<file path="src/rtl/multichannel_coincidence_trigger.sv">
// multichannel_coincidence_trigger: M-of-N majority coincidence trigger over per-channel
// edge-opened windows, with holdoff and re-arm phases, pattern capture and saturating count.
// Latency: pulse is high in the 2nd cycle after the edge that samples the completing rise
//          (+2 cycles when SIGNAL_SYNC_EN is defined). No flow control; read_mode only inhibits
//          new triggers from IDLE.
// Ports:
//   CLK, RESET (async, active-low)  clock and reset
//   SIGNAL[N_CH]                    discriminator inputs
//   CH_ENABLE, WINDOW, MAJORITY,    run-time configuration, registered every cycle
//   HOLDOFF
//   read_mode                       1 = readout busy, no new trigger is started
//   COUNT_CLR                       synchronous clear of TRIGGER_COUNT (wins over increment)
//   TRIGGER_OUT                     one-cycle registered trigger pulse
//   TRIGGER_PATTERN                 enabled open-window mask captured at trigger
//   TRIGGER_COUNT                   saturating trigger count
//   BUSY                            high in FIRE, HOLDOFF and REARM
// Build option: define SIGNAL_SYNC_EN to insert a 2-flop synchroniser on every SIGNAL bit.
module multichannel_coincidence_trigger #(
   parameter int N_CH      = 4,
   parameter int WIN_W     = 8,
   parameter int HOLDOFF_W = 8,
   parameter int CNT_W     = 16,
   parameter int MAJ_W     = $clog2(N_CH + 1)
) (
   input  logic                 CLK,
   input  logic                 RESET,
   input  logic [N_CH-1:0]      SIGNAL,
   input  logic [N_CH-1:0]      CH_ENABLE,
   input  logic [WIN_W-1:0]     WINDOW,
   input  logic [MAJ_W-1:0]     MAJORITY,
   input  logic [HOLDOFF_W-1:0] HOLDOFF,
   input  logic                 read_mode,
   input  logic                 COUNT_CLR,
   output logic                 TRIGGER_OUT,
   output logic [N_CH-1:0]      TRIGGER_PATTERN,
   output logic [CNT_W-1:0]     TRIGGER_COUNT,
   output logic                 BUSY
);

   typedef enum logic [1:0] {S_IDLE, S_FIRE, S_HOLDOFF, S_REARM} state_t;

   state_t               r_state;
   logic [N_CH-1:0]      r_ch_enable;
   logic [WIN_W-1:0]     r_window;
   logic [MAJ_W-1:0]     r_majority;
   logic [HOLDOFF_W-1:0] r_holdoff;
   logic [N_CH-1:0]      r_signal_d;
   logic [WIN_W-1:0]     r_cdown [N_CH];
   logic [HOLDOFF_W-1:0] r_hold_cnt;
   logic                 r_trigger_out;
   logic                 r_busy;
   logic [N_CH-1:0]      r_pattern;
   logic [CNT_W-1:0]     r_count;

   logic [N_CH-1:0]      w_sig;
   logic [N_CH-1:0]      w_rise;
   logic [N_CH-1:0]      w_open;
   logic [N_CH-1:0]      w_hit_mask;
   logic [MAJ_W-1:0]     w_hits;
   logic                 w_coinc;

`ifdef SIGNAL_SYNC_EN
   logic [N_CH-1:0] r_sync1;
   logic [N_CH-1:0] r_sync2;

   always_ff @(posedge CLK or negedge RESET) begin
      if (!RESET) begin
         r_sync1 <= '0;
         r_sync2 <= '0;
      end else begin
         r_sync1 <= SIGNAL;
         r_sync2 <= r_sync1;
      end
   end

   assign w_sig = r_sync2;
`else
   assign w_sig = SIGNAL;
`endif

   // Configuration and previous input level; a config change is seen one cycle later.
   always_ff @(posedge CLK or negedge RESET) begin
      if (!RESET) begin
         r_ch_enable <= '0;
         r_window    <= '0;
         r_majority  <= '0;
         r_holdoff   <= '0;
         r_signal_d  <= '0;
      end else begin
         r_ch_enable <= CH_ENABLE;
         r_window    <= WINDOW;
         r_majority  <= MAJORITY;
         r_holdoff   <= HOLDOFF;
         r_signal_d  <= w_sig;
      end
   end

   // Only a 0->1 transition opens a window; a held-high level does not.
   assign w_rise = w_sig & ~r_signal_d;

   // Per-channel window countdowns run in every FSM state. A new rise reloads even
   // in the cycle the old window would have expired.
   always_ff @(posedge CLK or negedge RESET) begin
      if (!RESET) begin
         for (int i = 0; i < N_CH; i++) r_cdown[i] <= '0;
      end else begin
         for (int i = 0; i < N_CH; i++) begin
            if (w_rise[i])
               r_cdown[i] <= r_window;
            else if (r_cdown[i] != '0)
               r_cdown[i] <= r_cdown[i] - WIN_W'(1);
         end
      end
   end

   always_comb begin
      w_open = '0;
      for (int i = 0; i < N_CH; i++) w_open[i] = (r_cdown[i] != '0);
   end

   assign w_hit_mask = w_open & r_ch_enable;

   // hits never exceeds N_CH, so MAJORITY above N_CH can never be met.
   always_comb begin
      w_hits = '0;
      for (int i = 0; i < N_CH; i++)
         if (w_hit_mask[i]) w_hits = w_hits + MAJ_W'(1);
   end

   assign w_coinc = (r_majority != '0) && (w_hits >= r_majority);

   always_ff @(posedge CLK or negedge RESET) begin
      if (!RESET) begin
         r_state       <= S_IDLE;
         r_trigger_out <= 1'b0;
         r_busy        <= 1'b0;
         r_pattern     <= '0;
         r_hold_cnt    <= '0;
         r_count       <= '0;
      end else begin
         r_trigger_out <= 1'b0;
         case (r_state)
            S_IDLE: begin
               if (w_coinc && !read_mode) begin
                  r_state       <= S_FIRE;
                  r_trigger_out <= 1'b1;
                  r_busy        <= 1'b1;
                  r_pattern     <= w_hit_mask;
               end
            end
            S_FIRE: begin
               r_hold_cnt <= r_holdoff;
               r_state    <= (r_holdoff != '0) ? S_HOLDOFF : S_REARM;
            end
            S_HOLDOFF: begin
               // Leaving on count 1 gives exactly HOLDOFF cycles in this state.
               if (r_hold_cnt == HOLDOFF_W'(1))
                  r_state <= S_REARM;
               else
                  r_hold_cnt <= r_hold_cnt - HOLDOFF_W'(1);
            end
            S_REARM: begin
               if (!w_coinc) begin
                  r_state <= S_IDLE;
                  r_busy  <= 1'b0;
               end
            end
            default: begin
               r_state <= S_IDLE;
               r_busy  <= 1'b0;
            end
         endcase

         // Clear has priority over the FIRE increment.
         if (COUNT_CLR)
            r_count <= '0;
         else if (r_state == S_FIRE && r_count != '1)
            r_count <= r_count + CNT_W'(1);
      end
   end

   assign TRIGGER_OUT     = r_trigger_out;
   assign TRIGGER_PATTERN = r_pattern;
   assign TRIGGER_COUNT   = r_count;
   assign BUSY            = r_busy;

endmodule

</file>
<file path="config.mk">
export PLATFORM = sky130hd
export DESIGN_NAME = multichannel_coincidence_trigger
export DESIGN_NICKNAME = d
export VERILOG_FILES = /design/src/rtl/multichannel_coincidence_trigger.sv
export SDC_FILE = /design/constraint.sdc
export NUM_CORES = 1
export LEC_CHECK = 0
export ABC_CLOCK_PERIOD_IN_PS = 4850
export CAP_MARGIN = 25
export CORE_UTILIZATION = 56
export DETAILED_ROUTE_END_ITERATION = 7
export PLACE_DENSITY = 0.8
export SETUP_SLACK_MARGIN = 0.3
export SYNTH_ARGS = -nofsm -noshare
export SYNTH_HDL_FRONTEND = slang
export SYNTH_SLANG_ARGS = --single-unit
</file>
<file path="constraint.sdc">
create_clock -name CLK -period 4.85 [get_ports CLK]
set_clock_uncertainty 0.1 [all_clocks]
set_input_delay 0.97 -clock CLK [delete_from_list [all_inputs] [get_ports CLK]]
set_output_delay 0.97 -clock CLK [all_outputs]
set_load 0.005 [all_outputs]
</file>
==> summary.txt, run 1 <==
Status
  – Status: complete, no violations

Min path
  – Hold path startpoint: r_holdoff[5]
  – Hold Crit Class: flip-flop to flip-flop
  – WHS Endpoint: r_hold_cnt[5]
  – Worst hold path stage count: 2

Finish
  – Antenna cells: 0
  – Synth-to-Final Area Change: 18.08%
  – Storage element area: 0.002277 mm²
  – Area of the multi-input gates: 0.002111 mm²
  – Commonest non-fill, non-tap cell in the layout: dfrtp_1
  – Final std cells w/o fill: 604
  – Layout fillers: 590
  – Layout Nets: 548
  – Most frequent cells in the layout: 91 x dfrtp_1, 61 x nand2_1, 51 x clkdlybuf4s50_1
  – Final instance area: 0.005319 mm²
  – Share of cells above drive strength 1: 0.07171

Clocking
  – Root Buffer: clkbuf_8
  – Max clock buf depth: 2
  – Setup Buffers After CTS: 0
  – Skew-Pair Late Insertion Delay: 350 ps
  – Clk sinks: 91
  – CTS H-Tree Depth: 3
  – Clk slew on worst S/H paths: 90 ps
  – TritonCTS clock tree: built
  – Num CTS Buffers: 9

Synth
  – Synth Flop Type: dfrtp_1
  – Yosys reg bits: 91
  – Mean Syn Cell Area: 10.14 µm²
  – Number of enable-type register cells in the synthesized netlist: 0
  – Synth cell types: 48
  – Mapped cell area: 0.004504 mm²
  – Synth Instances: 444
  – Syn Nets: 495
  – Ys Warns: 0
  – Async S/R FF share, synth: 1.000
  – Post-synthesis sequential area ratio: 0.5056

Global route
  – All-Layer GR Usage: 0.2416
  – First-pass GRT wire length: 16010 µm
  – GRT overflow: 0
  – Largest net degree at the start of global routing: 60
  – Vias in the first global route: 3388
  – Initial antenna violation count: 0

Power and ir drop
  – Power per Cell Area: 468.8 mW/mm²
  – Psw: 900.2 µW
  – Maximum vdd ir drop: 0.2744 mV
  – Internal: 1.593 mW
  – Clk network pwr share: 0.194
  – Switching Share: 0.3611
  – Combinational share of power: 0.339
  – Reg power frac: 0.467
  – Leak Pwr: 2.236 nW

Worst setup path
  – CP Class: flip-flop to flip-flop
  – Critical Path AT: 4420 ps
  – FF-to-FF path depth: 16
  – Worst-path fanout max: 4
  – Worst R2R Setup Slack: 570 ps
  – Worst Path Required: 4990 ps
  – Critical Path Source Type: flip-flop
  – Critical Path End Type: flip-flop
  – R2R Path End: r_state[1]
  – FF-to-FF Start: r_cdown[16]

Route
  – Vias: 3350
  – Remaining DRCs: 0
  – Drt initial violations: 142
  – Pre-antenna DRT Iters: 6
  – Final ANT Viol Nets: 0
  – Final wirelength: 9133 µm
  – WL/cell: 15.12 µm
  – Via/cell ratio: 5.546

STA
  – WHS: 428.3 ps
  – FMAX: 233.8 MHz
  – Final Hold Vio Count: 0
  – Max Slew Vio Count: 0
  – Final TNS setup: 0 ps
  – Worst-Margin Slew: 937.8 ps
  – Final period util: 0.8821
  – RSZ-0062 raised after global routing: no
  – Slew margin rel.: 0.3735
  – Final setup violating endpoints: 0
  – Tmin final: 4278 ps

Die
  – Die Y: 91.69 µm
  – FP Rows: 32
  – DIE WIDTH: 91.69 µm
  – I/O pin total: 53
  – Core area: 0.007767 mm²
  – Starting density of the core: 0.5799
  – Die area: 0.008406 mm²

Placed design
  – Gpl congestion: 0.8457
  – Post-Place Cells: 588
  – Placed Area: 0.005120 mm²
  – # port buffers: 52
  – Detail Placement HPWL: 6452 µm

Flow run
  – Max-Cap Viols: 0
registers in the layout, indices dropped and copies added (netlist names), 2 cells and up:
name,flops
TRIGGER_COUNT,16
TRIGGER_PATTERN,4
r_cdown,32
r_ch_enable,4
r_hold_cnt,8
r_holdoff,8
r_majority,3
r_signal_d,4
r_state,2
r_window,8
synthesized netlist by cell type (all sizes together), types with 7 or more instances:
cell	n	area, µm²
a21oi	10	50.05
and2	7	43.79
clkbuf	11	41.29
dfrtp	91	2277
ha	20	250.2
inv	22	82.58
mux2	7	82.57
mux2i	11	110.1
nand2	61	229.0
nand3	7	35.03
nor2	37	141.4
nor2b	7	43.79
nor3	14	70.07
nor4	9	56.30
o21ai	30	150.1
xnor2	20	175.2
xor2	16	140.1
power groups by stage:
stage / registers, mW / logic (mW) / clock network [mW]
after floorplan: 1.12 / 0.633 / 0
after global placement: 1.16 / 0.805 / 0
after detailed placement: 1.17 / 0.846 / 0
after CTS: 1.16 / 0.848 / 0.495
after global routing: 1.20 / 0.968 / 0.531
final: 1.17 / 0.845 / 0.483
through the flow:
step | total power, mW | setup WS, ps | utilization
global placement | 1.966 | 582.7 | 0.6591
CTS | 2.501 | 362.7 | 0.6833
floorplan | 1.752 | 590.8 | -
finish | 2.493 | 571.9 | 0.6848
global route | 2.697 | 352.2 | 0.6848
detailed placement | 2.013 | 427.4 | 0.6591
area by class of cell:
type / instances / share of cell area
Sequential cell: 91 / 0.4281
Multi-Input combinational cell: 319 / 0.3968
Timing Repair Buffer: 54 / 0.1002
Clock buffer: 11 / 0.02846
Tap cell: 102 / 0.02399
Inverter: 22 / 0.01553
Clock inverter: 5 / 0.006822
worst max-delay path by stage:
stage,start,slack (ps),end,cells past startpoint
floorplan,r_cdown[16],590,r_state[1],14
global placement,r_cdown[16],580,r_state[1],16
detailed placement,r_cdown[16],430,r_state[1],16
CTS,r_cdown[16],360,r_state[1],16
global route,r_cdown[24],350,r_state[1],15
finish,r_cdown[16],570,r_state[1],16
per-layer routing:
layer / track usage / up-vias / wire (µm)
li1: - / 1648 / -
met1: 0.3355 / 1625 / 4364
met2: 0.3935 / 68 / 4358
met4: 0.07540 / 0 / 102
met3: 0.03483 / 9 / 308
met5: 0 / - / 0
cells by family after synthesis:
family | share of synthesized area
AOI/OAI and AO/OA | 0.1094
xor gates and xnor gates | 0.07000
adders and majority gates | 0.05556
buffers and inverters | 0.02833
DFF | 0.5056
muxes | 0.04278
and+or+nand+nor | 0.1883
critical path, cell delays in order (launching register included):
cell	delay [ps]
dfrtp_1	410
inv_1	110
ha_1	160
nor4b_2	340
nand2_1	120
and2_1	210
ha_1	320
xor2_1	240
ha_1	190
nand3_1	100
xor2_1	190
ha_1	310
a21o_1	120
a31oi_1	50
or3_2	520
a221oi_4	350
mux2_4	320
repair_timing:
action / in CTS / in global routing
hold buffers: 0 / 0
resized for setup: 0 / 2
setup endpoints to repair: 0 / 5
Power figures use the tool's default switching activity.
==> run 2: changes to the inputs <==
--- a/config.mk
+++ b/config.mk
@@ -7,9 +7,8 @@
 export LEC_CHECK = 0
 export ABC_CLOCK_PERIOD_IN_PS = 4850
 export CAP_MARGIN = 25
-export CORE_UTILIZATION = 56
+export CORE_UTILIZATION = 29
 export DETAILED_ROUTE_END_ITERATION = 7
-export PLACE_DENSITY = 0.8
 export SETUP_SLACK_MARGIN = 0.3
 export SYNTH_ARGS = -nofsm -noshare
 export SYNTH_HDL_FRONTEND = slang
==> run 2 against run 1 <==
  * Register-to-register slack gained 30 ps
  * Worst setup slack gained 29 ps
  * Combinational power grew 0.5%
  * Global-route usage shrank 11 points
  * Sequential share of layout area shrank 1.8 points
  * Cell area grew 4.4%
  * Critical path depth shrank 1
  * First-iteration DRC count shrank 32%
  * Non-clock buffer count is the same
  * Count of clock-buffer cells in the layout shrank 1
  * Sequential cell count is the same
  * Critical path type unchanged
  * Critical endpoint unchanged
==> summary.txt, run 2 (synthesized netlist as in run 1, its figures left out) <==
Power and ir drop
  – Power per Cell Area: 498.0 mW/mm² (+6.2%)
  – Maximum vdd ir drop: 0.2287 mV (-17%)
  – Post-route total power: 2.765 mW (+11%)
  – Leak Pwr: 2.295 nW (+2.6%)

Clocking
  – Resized Gates After CTS: 0 (unchanged)
  – Num CTS Buffers: 9 (unchanged)
  – Skew-Pair Late Insertion Delay: 350 ps (about the same)
  – TritonCTS clock tree: built
  – Clk sinks: 91 (unchanged)
  – Max clock buf depth: 2 (unchanged)
  – Root Buffer: clkbuf_16
  – CTS H-Tree Depth: 3 (unchanged)
  – Hold_buf cts: 0 (unchanged)
  – Clk slew on worst S/H paths: 60 ps (-30 ps)
  – Setup Buffers After CTS: 0 (unchanged)

STA
  – Final WS setup: 600.5 ps (+28.53 ps)
  – Max Slew Vio Count: 0 (unchanged)
  – WHS: 418.5 ps (-9.777 ps)
  – Final TNS setup: 0 ps (unchanged)
  – Final Hold Vio Count: 0 (unchanged)
  – Final setup violating endpoints: 0 (unchanged)
  – Tmin final: 4250 ps (-28.53 ps)
  – FMAX: 235.3 MHz (+0.67%)
  – RSZ-0062 raised after global routing: no
  – Final period util: 0.8762 (-0.005882)
  – Slew margin rel.: 0.3446 (-0.02899)
  – Worst-Margin Slew: 981.2 ps (+43.39 ps)

Route
  – Pre-antenna DRT Iters: 6 (unchanged)
  – Vias: 3340 (-0.30%)
  – Final ANT Viol Nets: 0 (unchanged)
  – Final wirelength: 9716 µm (+6.4%)
  – Drt initial violations: 97 (-32%)
  – Via/cell ratio: 4.841 (-13%)
  – WL/cell: 14.08 µm (-6.9%)
  – Remaining DRCs: 0 (unchanged)

Die
  – I/O pin total: 53 (unchanged)
  – Die area: 0.01603 mm² (+91%)
  – Die Y: 126.6 µm (+38%)
  – FP Rows: 45 (+41%)
  – Core area: 0.01520 mm² (+96%)
  – Starting density of the core: 0.2963 (-0.2836)
  – DIE WIDTH: 126.6 µm (+38%)

Finish
  – Max reg flops: 32 (unchanged)
  – Most frequent cells in the layout: 91 x dfrtp_1, 61 x nand2_1, 51 x clkdlybuf4s50_1
  – Final instance area: 0.005552 mm² (+4.4%)
  – Share of cells above drive strength 1: 0.06773 (-0.003984)
  – Most flops, register: r_cdown
  – Antenna cells: 0 (unchanged)
  – Commonest non-fill, non-tap cell in the layout: dfrtp_1
  – Synth-to-Final Area Change: 23.25%
  – Final std cells w/o fill: 690 (+14%)
  – Util after Layout: 0.3652 (-0.3196)
  – Layout fillers: 1537 (+160%)
  – Layout Nets: 548 (unchanged)

Worst setup path
  – Slowest-stage cell, CP: a21boi_0
  – Worst Path Required: 4980 ps (about the same)
  – Max stage delay on crit path: 520 ps (about the same)
  – Crit path buf inv count: 1 (unchanged)
  – Crit-path most repeated cell: ha_1
  – Critical Path AT: 4380 ps (-40 ps)
  – Crit path cell chain: inv_1 -> ha_1 -> nor3b_1 -> a21boi_0 -> ha_1 -> xor2_1 -> ha_1 -> nand3_1 -> xor2_1 -> ha_1 -> a21o_1 -> a31oi_1 -> or3_2 -> a221oi_4 -> mux2_4
  – Delay-heaviest family, CP: adder cells
  – Critical Path End Type: flip-flop
  – Worst-path fanout max: 4 (unchanged)
  – Critical Path Source Type: flip-flop
  – CP Class: flip-flop to flip-flop

Global route
  – All-Layer GR Usage: 0.1355 (-0.1061)
  – GRT overflow: 0 (unchanged)
  – Vias in the first global route: 3546 (+4.7%)
  – Largest net degree at the start of global routing: 54 (-10%)
  – Initial antenna violation count: 0 (unchanged)
  – First-pass GRT wire length: 17010 µm (+6.2%)

Placed design
  – Post-Place Cells: 674 (+15%)
  – Gpl congestion: 0.8091 (-4.3%)
  – Placed Area: 0.005228 mm² (+2.1%)
  – Setup WS pre-CTS: 438.3 ps (+10.84 ps)
  – Detail Placement HPWL: 7008 µm (+8.6%)
  – # port buffers: 52 (unchanged)

Flow run
  – Max-Cap Viols: 0 (unchanged)

Min path
  – Hold Crit Class: flip-flop to flip-flop

Status
  – Status: complete, no violations
## run 2: cell types whose count changed in the layout (fill, tap and decap cells not counted), sizes merged
cell,change
clkbuf,-1
clkinvlp,-1
bufinv,+2
## run 2: final timing paths
| kind | endpoint | slack (ps) | start | cells past startpoint |
|---|---|---|---|---|
| worst max-delay path | r_state[1] | 600 | r_cdown[24] | 15 |
| worst min-delay path | TRIGGER_PATTERN[2] | 420 | TRIGGER_PATTERN[2] | 1 |
| worst max register to register | r_state[1] | 600 | r_cdown[24] | 15 |
| worst min register to register | TRIGGER_PATTERN[2] | 420 | TRIGGER_PATTERN[2] | 1 |
| max in group asynchronous | TRIGGER_COUNT[14] | 3120 | RESET | 2 |
| min in group asynchronous | r_cdown[13] | 560 | RESET | 1 |
## run 2: final cells by class
cell class | count | area, µm² | area share
inverter | 22 | 82.58 | 0.01487
multi-input combinational | 319 | 2106 | 0.3793
timing repair buffer | 54 | 533.0 | 0.09601
sequential | 91 | 2277 | 0.4102
clock inverter | 6 | 88.84 | 0.01600
tap | 188 | 235.2 | 0.04237
clock buffer | 10 | 229.0 | 0.04124
## run 2: layer usage
| metal | vias up | track usage | share of wire |
|---|---|---|---|
| met5 | - | 0 | 0 |
| li1 | 1649 | - | - |
| met3 | 11 | 0.03965 | 0.038 |
| met1 | 1629 | 0.1623 | 0.45 |
| met4 | 0 | 0.03827 | 0.012 |
| met2 | 51 | 0.2356 | 0.50 |
## run 2: report_power, final
| group | switching (mW) | internal, mW | leakage [nW] | total (mW) |
|---|---|---|---|---|
| Combinational | 0.425 | 0.423 | 1.03 | 0.849 |
| Sequential | 0.206 | 0.956 | 1.12 | 1.16 |
| Clock | 0.301 | 0.452 | 0.149 | 0.753 |
| Total | 0.933 | 1.83 | 2.30 | 2.76 |
